## src/rtl/instr_mem_loader_pkg.sv

```systemverilog
// ---------------------------------------------------------------------------
// instr_mem_loader_pkg
// Shared definitions for the instruction-memory loader and its bench:
//   - loader_state_e : FSM state encoding
//   - CSUM_INIT      : starting value of the running frame checksum
//   - csum_next      : checksum update step (XOR accumulate)
// ---------------------------------------------------------------------------
package instr_mem_loader_pkg;

    typedef enum logic [2:0] {
        IDLE   = 3'd0,
        CNT_HI = 3'd1,
        CNT_LO = 3'd2,
        DAT_HI = 3'd3,
        DAT_LO = 3'd4,
        CHECK  = 3'd5,
        DONE   = 3'd6,
        ERROR  = 3'd7
    } loader_state_e;

    localparam logic [7:0] CSUM_INIT = 8'h00;

    function automatic logic [7:0] csum_next(input logic [7:0] csum, input logic [7:0] b);
        return csum ^ b;
    endfunction

endpackage

```

## src/rtl/instr_mem_loader.sv

```systemverilog
// ---------------------------------------------------------------------------
// instr_mem_loader
// Receives a program frame byte-by-byte and writes it into instruction
// memory while holding the processor.
// Frame: count_hi, count_lo (N words, big-endian), N x {hi, lo}, checksum,
// where checksum is the XOR of every preceding frame byte.
//
// Ports:
//   clk, rst          - clock, synchronous active-high reset
//   start             - one-cycle pulse beginning a load (IDLE/DONE/ERROR)
//   rx_byte, rx_valid - incoming byte stream
//   rx_ready          - loader accepts a byte this cycle
//   wr_en/addr/data   - instruction-memory write port (one-cycle strobe)
//   cpu_hold          - stalls the processor while a load is in progress
//   done, error       - result of the last load (persist until start/rst)
// ---------------------------------------------------------------------------
module instr_mem_loader
    import instr_mem_loader_pkg::*;
#(
    parameter int PROG_CTR_WID = 10
) (
    input  logic                    clk,
    input  logic                    rst,
    input  logic                    start,
    input  logic [7:0]              rx_byte,
    input  logic                    rx_valid,
    output logic                    rx_ready,
    output logic                    wr_en,
    output logic [PROG_CTR_WID-1:0] wr_addr,
    output logic [15:0]             wr_data,
    output logic                    cpu_hold,
    output logic                    done,
    output logic                    error
);

    // The word index must be able to reach 2^PROG_CTR_WID (a completely
    // full memory) without wrapping, hence one extra bit.
    localparam int          IDX_WID   = PROG_CTR_WID + 1;
    localparam logic [16:0] MAX_WORDS = 17'd1 << PROG_CTR_WID;

    loader_state_e           state_q, state_d;
    logic [15:0]             count_q, count_d;
    logic [IDX_WID-1:0]      idx_q, idx_d;
    logic [7:0]              hi_q, hi_d;
    logic [7:0]              csum_q, csum_d;
    logic                    rx_ready_q, rx_ready_d;
    logic                    wr_en_q, wr_en_d;
    logic [PROG_CTR_WID-1:0] wr_addr_q, wr_addr_d;
    logic [15:0]             wr_data_q, wr_data_d;
    logic                    cpu_hold_q, cpu_hold_d;
    logic                    done_q, done_d;
    logic                    error_q, error_d;

    logic        accept;
    logic [16:0] count_full;
    logic [16:0] idx_next;

    assign accept = rx_valid && rx_ready_q;

    always_comb begin
        state_d    = state_q;
        count_d    = count_q;
        idx_d      = idx_q;
        hi_d       = hi_q;
        csum_d     = csum_q;
        wr_en_d    = 1'b0;
        wr_addr_d  = wr_addr_q;
        wr_data_d  = wr_data_q;
        done_d     = done_q;
        error_d    = error_q;
        count_full = {1'b0, count_q[15:8], rx_byte};
        idx_next   = 17'(idx_q) + 17'd1;

        case (state_q)
            IDLE, DONE, ERROR: begin
                if (start) begin
                    state_d   = CNT_HI;
                    done_d    = 1'b0;
                    error_d   = 1'b0;
                    csum_d    = CSUM_INIT;
                    idx_d     = '0;
                    wr_addr_d = '0;
                end
            end
            CNT_HI: begin
                if (accept) begin
                    count_d[15:8] = rx_byte;
                    csum_d        = csum_next(csum_q, rx_byte);
                    state_d       = CNT_LO;
                end
            end
            CNT_LO: begin
                if (accept) begin
                    count_d[7:0] = rx_byte;
                    csum_d       = csum_next(csum_q, rx_byte);
                    // Reject frames that cannot fit in memory before any write.
                    if (count_full > MAX_WORDS) begin
                        state_d = ERROR;
                        error_d = 1'b1;
                    end else if (count_full == 17'd0) begin
                        state_d = CHECK;
                    end else begin
                        state_d = DAT_HI;
                    end
                end
            end
            DAT_HI: begin
                if (accept) begin
                    hi_d    = rx_byte;
                    csum_d  = csum_next(csum_q, rx_byte);
                    state_d = DAT_LO;
                end
            end
            DAT_LO: begin
                if (accept) begin
                    wr_en_d   = 1'b1;
                    wr_data_d = {hi_q, rx_byte};
                    wr_addr_d = idx_q[PROG_CTR_WID-1:0];
                    csum_d    = csum_next(csum_q, rx_byte);
                    idx_d     = idx_next[IDX_WID-1:0];
                    state_d   = (idx_next == {1'b0, count_q}) ? CHECK : DAT_HI;
                end
            end
            CHECK: begin
                if (accept) begin
                    if (rx_byte == csum_q) begin
                        state_d = DONE;
                        done_d  = 1'b1;
                    end else begin
                        state_d = ERROR;
                        error_d = 1'b1;
                    end
                end
            end
            default: state_d = IDLE;
        endcase

        // Status outputs are registered, so derive them from the next state.
        rx_ready_d = (state_d inside {CNT_HI, CNT_LO, DAT_HI, DAT_LO, CHECK});
        cpu_hold_d = rx_ready_d;
    end

    always_ff @(posedge clk) begin
        if (rst) begin
            state_q    <= IDLE;
            count_q    <= '0;
            idx_q      <= '0;
            hi_q       <= '0;
            csum_q     <= CSUM_INIT;
            rx_ready_q <= 1'b0;
            wr_en_q    <= 1'b0;
            wr_addr_q  <= '0;
            wr_data_q  <= '0;
            cpu_hold_q <= 1'b0;
            done_q     <= 1'b0;
            error_q    <= 1'b0;
        end else begin
            state_q    <= state_d;
            count_q    <= count_d;
            idx_q      <= idx_d;
            hi_q       <= hi_d;
            csum_q     <= csum_d;
            rx_ready_q <= rx_ready_d;
            wr_en_q    <= wr_en_d;
            wr_addr_q  <= wr_addr_d;
            wr_data_q  <= wr_data_d;
            cpu_hold_q <= cpu_hold_d;
            done_q     <= done_d;
            error_q    <= error_d;
        end
    end

    assign rx_ready = rx_ready_q;
    assign wr_en    = wr_en_q;
    assign wr_addr  = wr_addr_q;
    assign wr_data  = wr_data_q;
    assign cpu_hold = cpu_hold_q;
    assign done     = done_q;
    assign error    = error_q;

endmodule

```

## config.mk

```make
export PLATFORM = sky130hd
export DESIGN_NAME = instr_mem_loader
export DESIGN_NICKNAME = d
export VERILOG_FILES = /design/src/rtl/instr_mem_loader_pkg.sv /design/src/rtl/instr_mem_loader.sv
export SDC_FILE = /design/constraint.sdc
export NUM_CORES = 1
export LEC_CHECK = 0
export CAP_MARGIN = 20
export CORE_MARGIN = 8
export CORE_UTILIZATION = 58
export CTS_CLUSTER_SIZE = 10
export DETAILED_ROUTE_END_ITERATION = 8
export PLACE_DENSITY = 0.91
export SYNTH_ARGS = -nofsm -noshare
export SYNTH_HDL_FRONTEND = slang
export SYNTH_SLANG_ARGS = --single-unit
```

## constraint.sdc

```tcl
create_clock -name clk -period 7 [get_ports clk]
set_input_delay 1.05 -clock clk [delete_from_list [all_inputs] [get_ports clk]]
set_output_delay 1.05 -clock clk [all_outputs]
set_load 0.01 [all_outputs]
```

# --- Word level (Yosys, flattened, before mapping) ---
# Index checks and enable logic that the tools add are counted.
word_totals:
  ff_bits: 76
  wordCells: 87
classes:
  addsub: 1
  order_cmp: 1
  eq_ne: 22
  mux: 30
  bitwise: 2
  n_reduce_logical: 19
op_table:
  columns: ["op", "n"]
  rows:
  - ["$mux 3", 9]
  - ["$mux 11", 2]
  - ["$pmux 11 s2", 1]
  - ["$mux 10", 2]
  - ["$pmux 10 s2", 1]
  - ["$eq 3x3->1 const B", 6]
  - ["$pmux 3 s6", 1]
  - ["$eq 12x16->1", 1]
  - ["$gt 16x11->1 const B", 1]
  - ["$logic_not 16->1", 1]
  - ["$mux 8", 2]
  - ["$pmux 8 s2", 1]
  - ["$ne 2x2->1 const B", 7]
  - ["$add 11x1->12 const B", 1]
  - ["$eq 3x2->1 const B", 4]
  - ["$mux 1", 9]
  - ["$eq 8x8->1", 1]
  - ["$reduce_and 2->1", 4]
  - ["$xor 8x8->8", 1]
  - ["$eq 3x1->1 const B", 2]
  - ["$reduce_and 3->1", 2]
  - ["$reduce_and 6->1", 1]
  - ["$reduce_bool 2->1", 3]
  - ["$reduce_bool 5->1", 1]
  - ["11 further kinds", 11]

# --- Logic depth before layout (Yosys ltp) ---
depth:
  ltp_word: 7
  ltp_mapped: 10

# --- Worst setup path after synthesis ---
# OpenSTA, ideal clock, no wires.
synth_path:
  path_kind: "input to register"
  startpoint: "input rx_byte[5]"
  endpoint: "register cpu_hold_q, in the netlist cpu_hold"
  t_arrival_ns: 2.602
  setup_ns: 0.074
  setup_slack_ns: 4.324
  t_required_ns: 6.926
  cell_stages: 9
  path_buffers: 1
  cell_sequence: "clkbuf_1 > nor4_1 > nand3_1 > xnor2_1 > o31ai_1 > nand2_1 > a211oi_1 > o21bai_1 > a31oi_1"
synth_between:
  elab_chain_len: 7
  elab_cells_between_ends: 15
  classes_between: "1 x order compare; 6 x eq/ne; 6 x mux; 2 x reduce/logical"
synth_rtl:
  columns: ["item", "line", "source"]
  rows:
  - ["from (decl)", "instr_mem_loader.sv:25", "input logic [7:0] rx_byte,"]
  - ["parallel branches: the longest is 4 deep, another holds $gt 16x11->1", null, null]
  - ["$pmux 3 s6 (*)", "instr_mem_loader.sv:74", "case (state_q)"]
  - ["$eq 3x1->1 (tied with other cells)", "instr_mem_loader.sv:139", "rx_ready_d = (state_d inside {CNT_HI, CNT_LO, DAT_HI, DAT_LO, CHECK});"]
  - ["$reduce_bool 5->1 (*)", "instr_mem_loader.sv:139", null]
  - ["to (signal assigned)", "instr_mem_loader.sv:167", "cpu_hold_q <= cpu_hold_d;"]
  - ["to (decl)", "instr_mem_loader.sv:50", "logic cpu_hold_q, cpu_hold_d;"]
# Mark *: on every way between the ends.
# A chain may end at the register's enable or synchronous reset.

# --- Worst setup path after layout ---
# Ends and elaborated chain as after synthesis.

==> metrics.txt <==
most frequent cells in the layout nand2_1 (77), dfxtp_1 (76), a21oi_1 (56); Top FF cell, synth dfxtp_1; total via count in the routed design 3318; max-slew violations 0; CTS tree done; ratio of routed vias to standard cells 5.87; commonest non-fill, non-tap cell in the layout nand2_1; highest ir drop seen on vdd 0.000162 V; main area contributors after synthesis dfxtp_1 (41%), nand2_1 (7.8%), a21oi_1 (7.6%), nor2_1 (5.0%), mux2i_1 (4.9%); number of antenna violations at the first check in global routing 0; final-layout setup total negative slack 0 ps; clk slew on worst S/H paths 80 ps; detailed-route DRC error count 0; cell type with the highest aggregate area in the netlist dfxtp_1; combinational cell fraction of total power under 10%; Max Clk Rate ~330 MHz; RSZ-0062 raised after global routing no; result of the run finished clean; number of cell rows 29; Synth top area share 41.2%; final routed wire length divided by cell count 15.6 um; Detail Route Antenna Nets 0; violation count after the first detailed-routing iteration between 150 and 200; GRT Max-Usage Layer met2; final period demand of the worst path 3070 ps; instance count of the mapped netlist 470; Hold-fix buffers, CTS 0; Async S/R FF share, synth 0%; area enclosed by the die boundary just over 0.009 mm^2; cell area after technology mapping 0.00370 mm^2; global-route wire length before repair 14400 um; critical path launch point type primary input; met1 Usage GRT between 20% and 30%; Pre-Repair DR Iteration Count 4; Layout Skew 14.8 ps; Slowest-stage cell, CP clkdlybuf4s50_1; Worst Hold Depth 2; Tightest Pin Transition a little over 800 ps; worst hold slack approximately 460 ps; internal power summed over all cells between 0.6 and 0.7 mW; share of final-layout standard cells stronger than drive strength 1 5.94%; multi-input combinational cell area just under 0.002 mm^2; final hold violation count 0; die height 95.8 um; post-CTS sizing 0; critical path start-end classification in -> reg; count of pins on the block boundary 43; routing usage on met3 5.30%; critical path buffer and inverter count 1; Net Switching between 0.2 and 0.25 mW; clock insertion delay at the later pin of the skew report 350 ps; count of flip-flops with a built-in enable after synthesis 0; final-report setup violation count 0; proportion of power drawn by flip-flops and latches ~50%; Synth Warn # 0; Clock Sink Count 76; Final Routed Wirelength 8810 um; Levels on crit path 9; crit path cell chain clkdlybuf4s50_1, nor4_1, nand3_1, xnor2_1, o31ai_1, nand2_1, a211oi_1, o21bai_1, a31oi_1; number of different library cells in the post-synthesis netlist 53; H-tree levels 3; count of cells along the worst register-to-register path 9; data required time at the worst endpoint 7260 ps; maxcap violations 0; global routing usage on met2 33.1%; critical path's top delay family compound AO/OA/AOI/OAI gates; fraction of power spent switching nets around a quarter; type of the worst min-delay path reg -> reg; estimated wirelength of the detail-placed design 5960 um; number of buffer cells added on primary ports 42; total power per unit cell area about 210 mW/mm^2; clock network fraction of design power between 40% and 50%; global placer's final weighted congestion approximately 0.86; clock root cell clkbuf_8; post-CTS setup-driven buffer insertion count 0; Data arrival, critical path between 3000 and 4000 ps; synthesized netlist net count 483; portion of the post-synthesis area used by sequential elements between 40% and 50%; Final period util 43.9%; horizontal die dimension 95.8 um; pin count of the biggest net entering global routing 77; clk buf depth 2; Max stage delay on crit path 580 ps; antenna diode instance count 0; worst rel slew slack between 40% and 50%; area inside the core boundary 0.00624 mm^2; average cell area after synthesis 7.86 um^2; layout filler cell count 495; Crit. End Element register; largest fanout on the critical path 8; TritonCTS buffer count 9; number of global-route vias before repair 3088; GR Util All Layers 19.8%; Leak Pwr 1.52 nW; Net count, final 497; area taken by flip-flops and latches 0.00152 mm^2; FF+latch count, synth 76; area grow syn2layout 15.1%; final global-route overflow total 0; Initial Utilization 59.2%
Yosys cell counts, types with 2 or more instances:
cell and instances:
a211oi_1 2, a21o_1 2, a21oi_1 56, a31oi_1 2, a41oi_1 2, and2_0 2, buf_1 6, buf_4 5
clkbuf_1 28, dfxtp_1 76, inv_1 5, mux2i_1 18, nand2_1 77, nand2b_1 2, nand3_1 22, nand3b_1 8
nand4_1 3, nor2_1 49, nor3_1 8, nor3b_1 2, nor4_1 8, o2111ai_1 2, o211ai_1 3, o21ai_0 27
o311a_1 2, o31ai_1 2, or3_1 5, xnor2_1 18, xor2_1 4
per-stage QoR:
stage	cells	setup slack (ps)	power [mW]	area (um^2)	utilization, %
after floorplan	470	4320	0.502	3700	-
after global placement	550	3700	0.521	4040	64.8
after detailed placement	550	3630	0.523	4040	64.8
after CTS	565	3940	0.876	4260	68.2
after global routing	565	3740	0.904	4260	68.2
final	565	3930	0.873	4260	68.2
worst paths after layout:
path / to / from / slack (ps)
min reg2reg: wr_data[13] / wr_data[13] / 460
min: wr_data[13] / wr_data[13] / 460
max: cpu_hold / rx_byte[5] / 3930
max reg2reg: cpu_hold / idx_q[0] / 4240
registers in the layout (all words and copies together) (netlist names):
name	flops
error	1
wr_addr	10
wr_data	16
idx_q	11
count_q	16
cpu_hold	1
hi_q	8
csum_q	8
state_q	3
done	1
wr_en	1
layout make-up:
class                      count  share of cell area (%)
clock inverter                 6                    2.06
sequential                    76                    35.8
clock buffer                   9                    2.91
timing repair buffer          45                    10.3
multi-input combinational    347                    46.3
tap                           77                    2.26
inverter                       5                   0.441
tightest hold or removal path, stage by stage, from the launching register on:
cell and delay (ps):
dfxtp_1 310, nand2_1 50, a21oi_1 50
power groups by stage:
stage               registers, mW  logic (mW)  clock network (mW)
finish                      0.446      0.0675               0.359
global route                0.448      0.0733               0.383
CTS                         0.446      0.0669               0.363
detailed placement          0.456      0.0665                   0
global placement            0.456      0.0650                   0
floorplan                   0.452      0.0504                   0
logic make-up (layout without fill, tap and decap cells):
kind of cell	after synthesis	count (layout)	synth area share, %
multiplexers	19	19	5.18
buffers and inverters	47	65	5.55
XOR/XNOR	22	22	5.21
AND/OR/NAND/NOR	198	198	25.8
flip-flops	76	76	41.2
AO/OA/AOI/OAI	107	107	16.8
adder cells (fa/ha/maj)	1	1	0.338
routing by layer:
metal  up-vias  wire length (um)  part of all wire (%)
li1       1650                 -                     -
met1      1537              3620                    41
met2       106              4350                    49
met3        25               562                   6.4
met4         0               276                   3.1
met5         -                 0                     0
Note: power is estimated with default switching activity, not from simulation.
